[config.mk]
export PLATFORM = sky130hd
export DESIGN_NAME = pq_driver
export DESIGN_NICKNAME = d
export VERILOG_FILES = /design/src/rtl/pq_driver.sv
export SDC_FILE = /design/constraint.sdc
export NUM_CORES = 1
export LEC_CHECK = 0
export ABC_AREA = 1
export CORE_MARGIN = 2
export CORE_UTILIZATION = 63
export CTS_BUF_LIST = sky130_fd_sc_hd__clkbuf_4 sky130_fd_sc_hd__clkbuf_8 sky130_fd_sc_hd__clkbuf_16
export CTS_CLUSTER_DIAMETER = 100
export DETAILED_ROUTE_END_ITERATION = 8
export DONT_BUFFER_PORTS = 1
export GPL_ROUTABILITY_DRIVEN = 0
export GPL_TIMING_DRIVEN = 0
export PLACE_DENSITY = 0.75
export SYNTH_ARGS = -nofsm -noshare
export SYNTH_HDL_FRONTEND = slang
export SYNTH_SLANG_ARGS = --single-unit
[constraint.sdc]
create_clock -name clk -period 2.2 [get_ports clk]
set_input_delay 0.22 -clock clk [delete_from_list [all_inputs] [get_ports clk]]
set_output_delay 0.22 -clock clk [all_outputs]
set_load 0.02 [all_outputs]
[src/rtl/pq_driver.sv]
// Initiator-side driver for a pipelined max-first tree priority queue: arbitrates push/pop
// into enq/deq requests and buffers dequeued values. Optional counters: PQ_DRIVER_STATS_EN.
module pq_driver #(
  parameter int L = 3,
  parameter int W = 32
) (
  input  logic         clk,
  input  logic         rst,
  input  logic         in_valid,
  input  logic [W-1:0] in_value,
  output logic         in_ready,
  input  logic         pop_req,
  output logic         out_valid,
  output logic [W-1:0] out_value,
  input  logic         out_ready,
  output logic         pq_enq_valid,
  output logic [W-1:0] pq_enq_value,
  input  logic         pq_enq_ready,
  output logic         pq_deq_req,
  input  logic [W-1:0] pq_deq_value,
  input  logic         pq_deq_valid,
  output logic [L:0]   count,
  output logic         underflow_err
`ifdef PQ_DRIVER_STATS_EN
  ,
  output logic [15:0]  stat_enq,
  output logic [15:0]  stat_deq
`endif
);

  localparam int CAP_I = (1 << L) - 1;
  localparam logic [L:0] CAP = CAP_I[L:0];
  localparam logic [L:0] ONE = {{L{1'b0}}, 1'b1};

  typedef enum logic [1:0] {IDLE, ENQ_COOL, DEQ_WAIT} state_t;

  state_t         state_q, state_d;
  logic [L:0]     count_q;
  logic           last_deq_q;
  logic           underflow_q;
  logic [W-1:0]   fifo_mem [2];
  logic           rd_ptr, wr_ptr;
  logic [1:0]     fifo_cnt;

  logic push_ok, pop_ok, grant_enq, grant_deq, capture, out_pop;

  always_comb begin
    push_ok   = in_valid && pq_enq_ready && (count_q < CAP);
    pop_ok    = pop_req && (count_q != '0) && (fifo_cnt < 2'd2);
    grant_enq = 1'b0;
    grant_deq = 1'b0;
    state_d   = state_q;
    case (state_q)
      IDLE: begin
        // Contested cycle: grant whichever side lost last time
        if (!rst && push_ok && (!pop_ok || last_deq_q)) begin
          grant_enq = 1'b1;
          state_d   = ENQ_COOL;
        end else if (!rst && pop_ok) begin
          grant_deq = 1'b1;
          state_d   = DEQ_WAIT;
        end
      end
      ENQ_COOL: state_d = IDLE;
      DEQ_WAIT: state_d = IDLE;
      default:  state_d = IDLE;
    endcase
  end

  assign capture      = (state_q == DEQ_WAIT) && pq_deq_valid && !rst;
  assign out_valid    = (fifo_cnt != 2'd0) && !rst;
  assign out_pop      = out_valid && out_ready;
  assign out_value    = out_valid ? fifo_mem[rd_ptr] : '0;
  assign in_ready     = grant_enq;
  assign pq_enq_valid = grant_enq;
  assign pq_enq_value = grant_enq ? in_value : '0;
  assign pq_deq_req   = grant_deq;
  assign count        = count_q;
  assign underflow_err = underflow_q;

  always_ff @(posedge clk) begin
    if (rst) begin
      state_q     <= IDLE;
      count_q     <= '0;
      last_deq_q  <= 1'b1;
      underflow_q <= 1'b0;
      rd_ptr      <= 1'b0;
      wr_ptr      <= 1'b0;
      fifo_cnt    <= 2'd0;
      fifo_mem[0] <= '0;
      fifo_mem[1] <= '0;
    end else begin
      state_q <= state_d;
      if (grant_enq || grant_deq)
        last_deq_q <= grant_deq;
      if (grant_enq)
        count_q <= count_q + ONE;
      else if (capture)
        count_q <= count_q - ONE;
      // A missing response leaves count alone; the queue state is unknown
      if (state_q == DEQ_WAIT && !pq_deq_valid)
        underflow_q <= 1'b1;
      if (capture) begin
        fifo_mem[wr_ptr] <= pq_deq_value;
        wr_ptr           <= ~wr_ptr;
      end
      if (out_pop)
        rd_ptr <= ~rd_ptr;
      case ({capture, out_pop})
        2'b10:   fifo_cnt <= fifo_cnt + 2'd1;
        2'b01:   fifo_cnt <= fifo_cnt - 2'd1;
        default: fifo_cnt <= fifo_cnt;
      endcase
    end
  end

`ifdef PQ_DRIVER_STATS_EN
  always_ff @(posedge clk) begin
    if (rst) begin
      stat_enq <= 16'd0;
      stat_deq <= 16'd0;
    end else begin
      if (grant_enq) stat_enq <= stat_enq + 16'd1;
      if (capture)   stat_deq <= stat_deq + 16'd1;
    end
  end
`endif

endmodule

==> reports/results.ini <==
[timing]
final.setup.worst_slack_ns=0.115
fin_crit_ns=2.09
layout_worst_path_cycle_share_pct=94.8
hold_viol=0
slew_headroom_pct=46.3
whs_ns=0.0926
setup_repair_after_global_routing_missed_its_margin=false
setup-violations-final=0
tightest_slew_ns=0.802
totalNegativeSetupSlack_ns=0
fmax_mhz=480
fin_worst_skew_ns=0.00891
timing_max_transition_violations_final=0

[logic_synthesis]
mappedNetlistNets=506
syn-mean-instance-area_um2=9.19
synth_warnings=0
syn_inst=431
sequential_share_of_the_synthesized_area_pct=55.1
synth-seq-cells=77
netlist_area_mm2=0.00396
yosysUniqueCellTypes=29

[floorplan]
design.core.area_mm2=0.00599
die_width_um=83.3
fp-row-count=28
design.die.area_mm2=0.00694
ios=144
die_height_um=83.3
start_util_pct=66.1

[setup_path]
critical_path.startpoint_type=flop
worstSetupPathType=flop to primary output
critical_path.most_common_cell=nor2_1
worstPathRequired_ns=1.98
crit_path_top_delay_cell=dfxtp_2
worst_ep_arrival_time_ns=1.87
setup.worst_path.end_class=primary output
critPathMaxFanout=10
cp_slowest_stage_delay_ns=0.39
chain_of_cells_forming_the_critical_path=nor2_1, nand2_1, nand3b_1, nand3_4, buf_4, buf_6, nor2_1

[cells_and_area]
share_of_final_layout_standard_cells_stronger_than_drive_strength_1_pct=18.6
antennaDiodeCount=0
area_delta_synth_final_pct=10.1
mostFrequentLayoutCells=inv_1, nor2_1, edfxtp_1
most_common_library_cell_in_the_layout_ignoring_fill_and_taps=inv_1
fillers=465
nets_final=521
final_cell_area_mm2=0.00436
fin_cells=526

[detailed_routing]
totalWireLength_mm=7.65
detail_route.drc_violations=0
route.vias.total=2657
post_drt_via_cell_ratio=5.05
detail_route.wl_per_cell_um=14.5
postRouteAntennaNets=0
dr.first_iter.drc_count=163
drtPass1Iterations=4

[clock_tree]
clk_latency_ns=0.34
cts.path.max_buffers=2
clock_sink_count=77
clk_transition_reported_paths_ns=0.08
tritoncts=yes
h-tree-depth=3
number_of_buffers_created_by_cts=9
cts.root.buffer_cell=clkbuf_8

[place]
postPlaceCellArea_mm2=0.00408
place.detailed.hpwl_mm=5.38
dp.cells=507
placement.setup.worst_slack_ns=-0.235
buffers_on_ports=0

[global_route]
grt_pass1_wl_mm=12.5
grt.total_usage_pct=22.6
grt_antenna_before_repair=0
pin_count_of_the_biggest_net_entering_global_routing=33
first_global_vias=2708
globalRoute.totalOverflow=0

[run_status]
run_status=completed

[pwr]
cellLeakagePower_nw=2.25
vdd_ir_drop_max_mv=0.609
power_density_mw_per_mm2=731

[run]
max-cap-violations=0

[min_path]
hp-class=input pin to flop

## critical path, delay by kind of cell, from the launching register on
| family | cells | cell delay, ns |
|---|---|---|
| flip-flops | 1 | 0.39 |
| AND/OR/NAND/NOR | 5 | 0.82 |
| buffers and inverters | 2 | 0.30 |
## where the power goes
group	internal, mW	switching (mW)
Clock	0.767	0.523
Sequential	1.63	0.0285
Combinational	0.0789	0.161
Total	2.48	0.713
## layer usage
layer / wire length [µm] / GRT usage [%] / part of all wire (%)
met1: 3290 / 28.8 / 43
met2: 3910 / 37.8 / 51
met3: 323 / 4.87 / 4.2
met4: 127 / 9.09 / 1.7
met5: 0 / 0 / 0
## stage by stage
step | total power, mW | util, %
2_1_floorplan | 1.87 | -
3_3_place_gp | 1.91 | 67.7
6_report | 3.19 | 72.8
5_1_grt | 3.28 | 72.8
4_1_cts | 3.19 | 72.5
3_5_place_dp | 1.93 | 68.2
## synthesized netlist by cell type (all sizes together)
cell	count	share of area, %
xnor2	1	0.22
nand3b	1	0.19
buf	17	2.9
dfxtp	13	6.6
mux2	32	9.1
fa	1	0.51
o21a	1	0.19
xor2	1	0.22
edfxtp	64	49
nand2	48	4.9
o21ai	6	0.76
clkbuf	1	0.095
inv	114	11
nand3	7	1.2
nand4	2	0.69
ha	3	0.95
nor2	112	11
a21oi	7	0.98
## path summary, 6_finish.rpt
| kind | startpoint | end | slack [ns] | cells past startpoint |
|---|---|---|---|---|
| worst min register to register | last_deq_q | last_deq_q | 0.49 | 2 |
| worst max-delay path | count[1] | pq_enq_value[17] | 0.11 | 7 |
| worst min-delay path | pq_deq_value[26] | fifo_mem[0][26] | 0.09 | 2 |
| worst max register to register | count[1] | count[3] | 0.18 | 12 |
## registers in the layout (all words and copies together) (netlist names), named ones only
signal and cells:
count 4, fifo_cnt 2, fifo_mem 64, last_deq_q 1, rd_ptr 1, state_q 2, underflow_err 1, wr_ptr 1
## final cells by class
class,count,area [µm²],area share [%]
clock buffers,10,131,3.01
flip-flops and latches,77,2190,50.1
well taps,75,93.8,2.15
repair buffers,4,52.6,1.20
inverters,114,428,9.81
plain buffers,18,118,2.70
multi-input cells,222,1240,28.4
clock inverters,6,111,2.55
## kinds of logic after synthesis
group	after synthesis	synth area share, %
multiplexers	32	9.09
buffers and inverters	132	13.8
XOR/XNOR	2	0.442
flip-flops	77	55.1
AND/OR/NAND/NOR	170	18.3
AO/OA/AOI/OAI	14	1.93
adder cells (fa/ha/maj)	4	1.45
## what timing repair did
action | 4_1_cts | 5_1_grt
gates resized for setup | 5 | 1
hold buffers | 1 | 0
buffers inserted | 0 | 2
endpoints found under the hold margin | 2 | 0
pin swaps | 1 | 1
endpoints found under the setup margin | 36 | 4
Power figures use the tool's default switching activity.
